[src/rtl/alu_framer_pkg.sv]
// Shared types for the ALU result framer: FSM state encoding.
package alu_framer_pkg;

  typedef enum logic [1:0] {
    IDLE    = 2'd0,
    PENDING = 2'd1,
    FRAMING = 2'd2
  } framer_state_t;

endpackage

[src/rtl/alu_sync_fifo.sv]
// Synchronous FIFO with occupancy level; read data is either registered on pop
// or a combinational peek at the head entry.
module alu_sync_fifo #(
  parameter int W       = 8,
  parameter int DEPTH   = 4,
  parameter bit REG_OUT = 1'b1
) (
  input  logic                     clk,
  input  logic                     rst,
  input  logic                     push,
  input  logic [W-1:0]             wr_data,
  input  logic                     pop,
  output logic [W-1:0]             rd_data,
  output logic                     full,
  output logic                     empty,
  output logic [$clog2(DEPTH):0]   level
);
  localparam int AW = $clog2(DEPTH);
  localparam logic [AW:0] FULL_LVL = DEPTH[AW:0];

  logic [W-1:0]  mem [DEPTH];
  logic [AW-1:0] wr_ptr;
  logic [AW-1:0] rd_ptr;
  logic          wr_ok;
  logic          rd_ok;

  assign full  = (level == FULL_LVL);
  assign empty = (level == '0);
  // A push into a full FIFO is only taken when a pop frees the slot in the same cycle.
  assign wr_ok = push && (!full || pop);
  assign rd_ok = pop && !empty;

  always_ff @(posedge clk) begin
    if (wr_ok) mem[wr_ptr] <= wr_data;
  end

  always_ff @(posedge clk) begin
    if (rst) begin
      wr_ptr <= '0;
      rd_ptr <= '0;
      level  <= '0;
    end else begin
      if (wr_ok) wr_ptr <= wr_ptr + 1'b1;
      if (rd_ok) rd_ptr <= rd_ptr + 1'b1;
      case ({wr_ok, rd_ok})
        2'b10:   level <= level + 1'b1;
        2'b01:   level <= level - 1'b1;
        default: level <= level;
      endcase
    end
  end

  if (REG_OUT) begin : g_reg_out
    always_ff @(posedge clk) begin
      if (rst)        rd_data <= '0;
      else if (rd_ok) rd_data <= mem[rd_ptr];
    end
  end else begin : g_peek_out
    assign rd_data = mem[rd_ptr];
  end

  a_no_underflow: assert property (@(posedge clk) disable iff (rst) !(pop && empty));

endmodule

[src/rtl/alu_framer_param.sv]
// Buffers ALU result words and emits them as length-delimited frames with
// SOP/EOP markers, downstream stall, backpressure and sticky overflow flags.
//
// state   | meaning
// IDLE    | waiting for a length request; zero lengths are discarded here
// PENDING | length loaded, waiting until the whole frame is buffered
// FRAMING | popping one word per cycle that downstream is ready
module alu_framer_param
  import alu_framer_pkg::*;
#(
  parameter int DATA_W    = 32,
  parameter int DEPTH     = 32,
  parameter int LEN_W     = 5,
  parameter int LQ_DEPTH  = 4,
  parameter int BP_THRESH = DEPTH - 3
) (
  input  logic                     clk,
  input  logic                     rst,
  input  logic [LEN_W-1:0]         frame_len,
  input  logic                     frame_len_val,
  output logic                     frame_len_rdy,
  input  logic [DATA_W-1:0]        alu_data,
  input  logic                     alu_ready,
  input  logic                     frame_out_rdy,
  output logic                     frame,
  output logic                     frame_sop,
  output logic                     frame_eop,
  output logic [DATA_W-1:0]        frame_data,
  output logic                     frame_bp,
  output logic [$clog2(DEPTH):0]   fifo_level,
  output logic [1:0]               ovf_err
);
  localparam int LQ_AW = $clog2(LQ_DEPTH);
  localparam logic [LQ_AW:0] LQ_FULL = LQ_DEPTH[LQ_AW:0];
  localparam logic [LEN_W-1:0] LAST_WORD = 1;

  if ((2 ** LEN_W) - 1 > DEPTH) begin : g_len_w_too_wide
    $error("alu_framer_param: LEN_W allows frames longer than DEPTH");
  end

  framer_state_t        state;
  logic [LEN_W-1:0]     remaining;
  logic                 sop_pend;

  logic [LEN_W-1:0]     len_q;
  logic                 len_val_q;
  logic [DATA_W-1:0]    alu_data_q;
  logic                 alu_ready_q;

  logic                 d_pop;
  logic                 d_full;
  logic                 d_empty;
  logic                 l_pop;
  logic                 l_full;
  logic                 l_empty;
  logic [LEN_W-1:0]     l_head;
  logic [LQ_AW:0]       l_level;

  always_ff @(posedge clk) begin
    if (rst) begin
      len_q       <= '0;
      len_val_q   <= 1'b0;
      alu_data_q  <= '0;
      alu_ready_q <= 1'b0;
    end else begin
      len_q       <= frame_len;
      len_val_q   <= frame_len_val;
      alu_data_q  <= alu_data;
      alu_ready_q <= alu_ready;
    end
  end

  assign d_pop = (state == FRAMING) && frame_out_rdy && !d_empty;
  assign l_pop = (state == IDLE) && !l_empty;
  assign frame_len_rdy = !l_full;

  alu_sync_fifo #(.W(DATA_W), .DEPTH(DEPTH), .REG_OUT(1'b1)) u_data_fifo (
    .clk     (clk),
    .rst     (rst),
    .push    (alu_ready_q),
    .wr_data (alu_data_q),
    .pop     (d_pop),
    .rd_data (frame_data),
    .full    (d_full),
    .empty   (d_empty),
    .level   (fifo_level)
  );

  // The length queue is read as a peek so IDLE can decide on the head in one cycle.
  alu_sync_fifo #(.W(LEN_W), .DEPTH(LQ_DEPTH), .REG_OUT(1'b0)) u_len_fifo (
    .clk     (clk),
    .rst     (rst),
    .push    (len_val_q),
    .wr_data (len_q),
    .pop     (l_pop),
    .rd_data (l_head),
    .full    (l_full),
    .empty   (l_empty),
    .level   (l_level)
  );

  always_ff @(posedge clk) begin
    if (rst) begin
      state     <= IDLE;
      remaining <= '0;
      sop_pend  <= 1'b0;
      frame     <= 1'b0;
      frame_sop <= 1'b0;
      frame_eop <= 1'b0;
      frame_bp  <= 1'b0;
      ovf_err   <= 2'b00;
    end else begin
      frame     <= d_pop;
      frame_sop <= d_pop && sop_pend;
      frame_eop <= d_pop && (remaining == LAST_WORD);
      frame_bp  <= (int'(fifo_level) >= BP_THRESH);
      ovf_err[0] <= ovf_err[0] | (alu_ready_q & d_full & ~d_pop);
      ovf_err[1] <= ovf_err[1] | (len_val_q & (l_level == LQ_FULL) & ~l_pop);

      case (state)
        IDLE: begin
          if (!l_empty && (l_head != '0)) begin
            remaining <= l_head;
            sop_pend  <= 1'b1;
            state     <= PENDING;
          end
        end
        PENDING: begin
          if (int'(fifo_level) >= int'(remaining)) state <= FRAMING;
        end
        FRAMING: begin
          if (d_pop) begin
            remaining <= remaining - 1'b1;
            sop_pend  <= 1'b0;
            if (remaining == LAST_WORD) state <= IDLE;
          end
        end
        default: state <= IDLE;
      endcase
    end
  end

endmodule

[config.mk]
export PLATFORM = sky130hd
export DESIGN_NAME = alu_framer_param
export DESIGN_NICKNAME = d
export VERILOG_FILES = /design/src/rtl/alu_framer_pkg.sv /design/src/rtl/alu_sync_fifo.sv /design/src/rtl/alu_framer_param.sv
export SDC_FILE = /design/constraint.sdc
export NUM_CORES = 1
export LEC_CHECK = 0
export ABC_AREA = 1
export CORE_MARGIN = 2
export CORE_UTILIZATION = 40
export CTS_BUF_LIST = sky130_fd_sc_hd__clkbuf_4
export CTS_CLUSTER_DIAMETER = 100
export DETAILED_ROUTE_END_ITERATION = 10
export PLACE_DENSITY = 0.61
export RECOVER_POWER = 25
export SETUP_SLACK_MARGIN = 0.5
export SYNTH_ARGS = -nofsm -noshare
export SYNTH_HDL_FRONTEND = slang
export SYNTH_SLANG_ARGS = --single-unit
[constraint.sdc]
create_clock -name clk -period 7.3 [get_ports clk]
set_clock_uncertainty 0.1 [all_clocks]
set_input_delay 1.46 -clock clk [delete_from_list [all_inputs] [get_ports clk]]
set_output_delay 1.46 -clock clk [all_outputs]
set_load 0.1 [all_outputs]
* Yosys cells after proc, flatten, opt, wreduce, memory -nomap -nowiden
Memory sizes are Yosys's and may differ from the RTL's. A register that Yosys moved wholly into a read port is not among the register bits.
Index checks and enable logic that the tools add are counted.
** Word-level totals
- Bits of input ports :: 42
- Memory bits (writable) :: 1044
- Output and inout bits :: 45
- Memories kept :: 2
- Register bits after elaboration :: 76
- Word-level logic and storage cells :: 96
** Memories
- u_data_fifo.mem :: depth 32, bits a word 32, rd ports 1, clocked after memory_dff 1, write ports 1, line alu_sync_fifo.sv:21 : logic [W-1:0] mem [DEPTH];
- u_len_fifo.mem :: depth 4, bits a word 5, rd ports 1, clocked after memory_dff 1, write ports 1, line alu_sync_fifo.sv:21
** Operators by class
- Equality and inequality tests :: 13
- $lt $le $gt $ge :: 2
- Reduce and logical (&&, ||, !) cells :: 25
- Mux-type cells :: 19
- $add $sub $neg :: 9
- Bitwise gates (word level) :: 8
** Operator list (number)
- 2-bit 2-to-1 mux :: 6
- 6-bit case mux with 2 select lines :: 1
- 5-bit by 1-bit adder with 5-bit output, second input constant :: 2
- 1-bit logical AND :: 10
- 5-bit 2-to-1 mux :: 2
- 5-bit case mux with 2 select lines :: 1
- 6-bit by 1-bit adder with 6-bit output, second input constant :: 1
- 2-bit by 1-bit equality test with 1-bit output, second input constant :: 3
- 2-bit equality test, second input constant :: 3
- 6-bit equality test, second input constant :: 1
- 6-bit by 5-bit >= comparator with 1-bit output :: 1
- 6-bit by 5-bit >= comparator with 1-bit output, second input constant :: 1
- 6-bit zero test :: 1
- 1-bit 2-to-1 mux :: 6
- 2-bit case mux with 3 select lines :: 1
- 3-bit case mux with 2 select lines :: 1
- 2-bit nonzero test :: 3
- 6-bit by 1-bit subtractor with 6-bit output, second input constant :: 1
- 5-bit by 1-bit equality test with 1-bit output, second input constant :: 1
- 5-bit nonzero test :: 1
- 5-bit by 1-bit subtractor with 5-bit output, second input constant :: 1
- 2-bit by 1-bit adder with 2-bit output, second input constant :: 2
- 1-bit bitwise AND :: 4
- 1-bit zero test :: 4
- 13 further kinds :: 18

* Logic depth before layout (Yosys ltp)
- Depth in word-level cells :: 7
- Depth in mapped cells :: 16
- Gate-level depth less buffers :: 15

* Modules after synthesis
From an unflattened synthesis, not the netlist that was laid out.
** Second synthesis, totals
- Cells, all modules :: 4552
- Area, all modules :: 48007.3 um^2
** By module, submodules not included
- alu_sync_fifo at u_data_fifo :: sequential area each 31710.4 um^2, area each 44736.7 um^2, cells an instance 4181, instances 1
- alu_framer_param :: sequential area each 1061.0 um^2, area each 2018.2 um^2, cells an instance 249, instances 1
- alu_sync_fifo at u_len_fifo :: sequential area each 780.7 um^2, area each 1252.5 um^2, cells an instance 122, instances 1

* Worst setup path before layout
No wires, ideal clock.
- Kind :: input -> register
- Start :: input frame_out_rdy
- End :: memory u_data_fifo.mem[7][0] in the netlist's numbering, enable pin
- Path buffers :: 1
- Required time :: 6.739 ns
- Arrival :: 4.079 ns
- Stages :: 5
- Slack :: 2.660 ns
- Library setup time :: 0.461 ns
- Cells stage by stage :: nand2_1 > nand4_1 > nand2_1 > buf_2 > nor3_1
** On the way
- Word-level cells in the longest chain between the ends :: 6
** RTL lines
- start, declared :: line alu_framer_param.sv:24 : input logic frame_out_rdy,
- 1-bit logical AND (2 in series) :: line alu_framer_param.sv:73 : assign d_pop = (state == FRAMING) && frame_out_rdy && !d_empty;
- 1-bit logical OR :: line alu_sync_fifo.sv:30 : assign wr_ok = push && (!full || pop);
- 1-bit logical AND :: line alu_sync_fifo.sv:30
- 1-bit 2-to-1 mux :: line alu_sync_fifo.sv:34 : if (wr_ok) mem[wr_ptr] <= wr_data;
- 1-bit 2-to-1 mux (not written as such) :: line alu_sync_fifo.sv:34
- end, declared :: line alu_sync_fifo.sv:21
No other way between the ends.

* Final worst setup path
- Start :: register u_len_fifo.level[2]
- End :: output frame_len_rdy
** On the way
- Word-level cells in the longest chain between the ends :: 2
** RTL lines
- start, declared :: line alu_sync_fifo.sv:16 : output logic [$clog2(DEPTH):0] level
- start signal, assigned :: line alu_sync_fifo.sv:46 : 2'b10: level <= level + 1'b1;
- start signal, assigned :: line alu_sync_fifo.sv:47 : 2'b01: level <= level - 1'b1;
- start signal, assigned :: line alu_sync_fifo.sv:48 : default: level <= level;
- 3-bit equality test :: line alu_sync_fifo.sv:27 : assign full = (level == FULL_LVL);
- 1-bit zero test :: line alu_framer_param.sv:75 : assign frame_len_rdy = !l_full;
- end, declared :: line alu_framer_param.sv:21 : output logic frame_len_rdy,
No other way between the ends.

==> out/qor.csv <==
metric,value,unit
endpoint,frame_len_rdy,
internal_power,0.01075,W
area_growth_syn_to_layout,13.02,%
synth_top_family_by_area,simple AND/OR/NAND/NOR gates,
rsz0062_at_grt,no,
muxShareOfSynthArea,0,
synth-simple-area-share,0.2045,
status,finished with violations,
grt_pass1_wl,196.9,mm
path_depth,4,
post_cts_resized,0,
fp.coreArea,118200,um^2
max-clock-path-buffers,4,
p_sw_frac,0.2623,
stdcell_area,54030,um^2
post_cts_buffers,0,
start_kind,flip-flop,
async_reset_ff_frac,0,
drt_iter0_markers,2885,
p_per_area,269.6,nW/um^2
antenna_found_initial,3,
crit_family,buffers and inverters,
synth_top_area_share,0.6558,
cts-root-buf,clkbuf_4,
ioPinCount,87,
cp_common_cell,inv_1,
grt_pass1_vias,31690,
min_path_type,flip-flop to flip-flop,
drive_above_1_share,0.1170,
synth_seq_cells,1154,
fill_cells,10980,
tritoncts,yes,
violations,"max-capacitance violations, max-slew violations",
timing.rr.start,u_data_fifo.rd_ptr[0],
synth-adder-area-share,0.006596,
synth.most_common_cell,nand2_1,
cts.sinks,1154,
synth-compound-area-share,0.02125,
cp_slowest_stage_delay,1.13,ns
pwr-share-seq,0.512,
multi_input_area,11420,um^2
hold_viol_final,0,
postRouteWirelength,133.5,mm
cts_hold_buf,0,
start_util,0.4043,
synth_area_leader_cell,edfxtp_1,
critPathArrivalTime,2.83,ns
routedWlPerCell,20.53,um
grt_start_max_net_pins,182,
ant_nets,0,
track_usage,0.2173,
synth_xor_area_frac,0.001649,
leakagePower,21.59,nW
tightestPinTransition,2.731,ns
cts_buffers,312,
yosysSeqAreaShare,0.7019,
yosys_warnings,0,
die-area,122300,um^2
top_layer,met4,
r2r_end,u_data_fifo.rd_data[28],
drt-met1-wl,54.86,mm
post-dp-hpwl,74.02,mm
yosysUniqueCellTypes,31,
avgSynthCellArea,10.54,um^2
seqCellArea,33570,um^2
port_buffers,86,
reg2reg_slack,3.65,ns
path_class,flip-flop to output pin,
slowest_stage,clkdlybuf4s50_1,
syn-num-nets,4601,
wl_met2,64.22,mm
wl_met3,8.733,mm
clk_pin_slew,0.07,ns
slew_violations,699,
power_frac_clock,0.391,
pwr-share-comb,0.098,
final.setup.tns,0,ns
synth_area_leaders,"edfxtp_1, nand2_1, nand3_1, dfxtp_1, inv_1",
drc_errors,0,
die_h,349.7,um
crit_fanout,4,
routabilityCongestion,0.8244,
endpoint_kind,output pin,
postPlaceCellArea,50160,um^2
die_x,349.7,um
ir_worst_vdd,0.0001341,V
fmax,227.6,MHz
slew_headroom,-0.8208,
clock_latency,1.19,ns
synth_area,47800,um^2
final_nets,4808,
min_period,4.394,ns
synth_common_cells,"nand2_1, edfxtp_1, nand3_1",
path_cells,"inv_1, nor3_1, inv_1, clkdlybuf4s50_1",
rr_worst_depth,9,
cp_num_buf_inv,3,
switching_power,0.003821,W
synthCells,4535,
vias,32610,
setup_viol,0,
vias_per_cell,5.016,
rows,126,
timing.final.crit_share,0.6019,
yosys_most_used_dff,edfxtp_1,
drt_first_pass_iters,6,
drv_cap,21,
worstSetupStartpoint,u_len_fifo.level[2],
grt-ovfl-total,0,
htreeDepth,5,
required,5.74,ns
synth_edf_count,1044,
-- layout make-up --
type                       count  share of cell area
clock inverter                65            0.006878
multi-input combinational   2615              0.2114
antenna                        1          0.00004632
sequential                  1154              0.6214
timing repair buffer         126             0.02175
clock buffer                 472             0.06559
tap                         1536             0.03557
inverter                     533             0.03736
-- kinds of logic after synthesis --
group / after synthesis
and+or+nand+nor: 2384
adders and majority gates: 24
AOI/OAI and AO/OA: 198
DFF: 1154
xor gates and xnor gates: 9
buffers and inverters: 766
-- flip-flops by register name, indices dropped and copies added, names as in the netlist, 6 cells and up, named ones only --
register             cells
u_data_fifo.level        6
alu_data_q              32
u_data_fifo.rd_data     32
u_data_fifo.mem       1024
u_len_fifo.mem          20
-- worst min-delay path, cell delays in order (launching register included) --
cell	delay [ns]
dfxtp_1	0.32
nand2_1	0.06
nor2_1	0.03
-- placed cells by master (no fill, tap or decap), types with 6 or more instances in the layout --
cell                n
inv_1             524
xor2_1              7
clkbuf_1            9
edfxtp_1         1044
nor2_4             30
nand2_1          1454
dfxtp_2             9
o21ai_0            63
nor2_1            253
clkdlybuf4s50_1    85
clkbuf_4          472
dfxtp_1            98
ha_1               22
a21oi_1           127
inv_2              11
buf_4              28
clkinv_2            6
nand3_1           632
clkinv_1           47
-- worst min-delay path by stage --
| stage | endpoint | startpoint | slack (ns) | depth (start not counted) |
|---|---|---|---|---|
| 6_report | frame_sop | sop_pend | 0.35 | 2 |
| 5_1_grt | u_len_fifo.mem[3][0] | len_q[0] | 0.37 | 0 |
| 4_1_cts | frame_sop | sop_pend | 0.36 | 2 |
| 3_5_place_dp | frame_sop | sop_pend | 0.34 | 2 |
| 3_3_place_gp | frame_sop | sop_pend | 0.32 | 2 |
| 2_1_floorplan | frame_sop | sop_pend | 0.32 | 2 |
-- routing by layer --
metal / track usage / up-vias
li1: - / 15530
met1: 0.2748 / 15570
met2: 0.3575 / 1261
met3: 0.04220 / 247
met4: 0.1078 / 0
met5: 0 / -
-- stage by stage --
stage	worst slack (ns)	util	power, W	hold WS, ns	std cells
2_1_floorplan	2.660	-	0.008518	0.3181	4535
3_3_place_gp	2.529	0.4243	0.008994	0.3228	5964
3_5_place_dp	2.510	0.4243	0.009015	0.3443	5964
4_1_cts	2.762	0.4574	0.01467	0.3591	6501
5_1_grt	2.749	0.4569	0.01520	0.3736	6502
6_report	2.906	0.4569	0.01457	0.3548	6502
-- power by group through the flow --
stage	logic (W)	registers, W	clock network, W
floorplan	0.000912	0.00761	0
global placement	0.00141	0.00759	0
detailed placement	0.00142	0.00759	0
CTS	0.00143	0.00745	0.00579
global route	0.00158	0.00746	0.00616
finish	0.00142	0.00745	0.00569
Power figures use the tool's default switching activity.
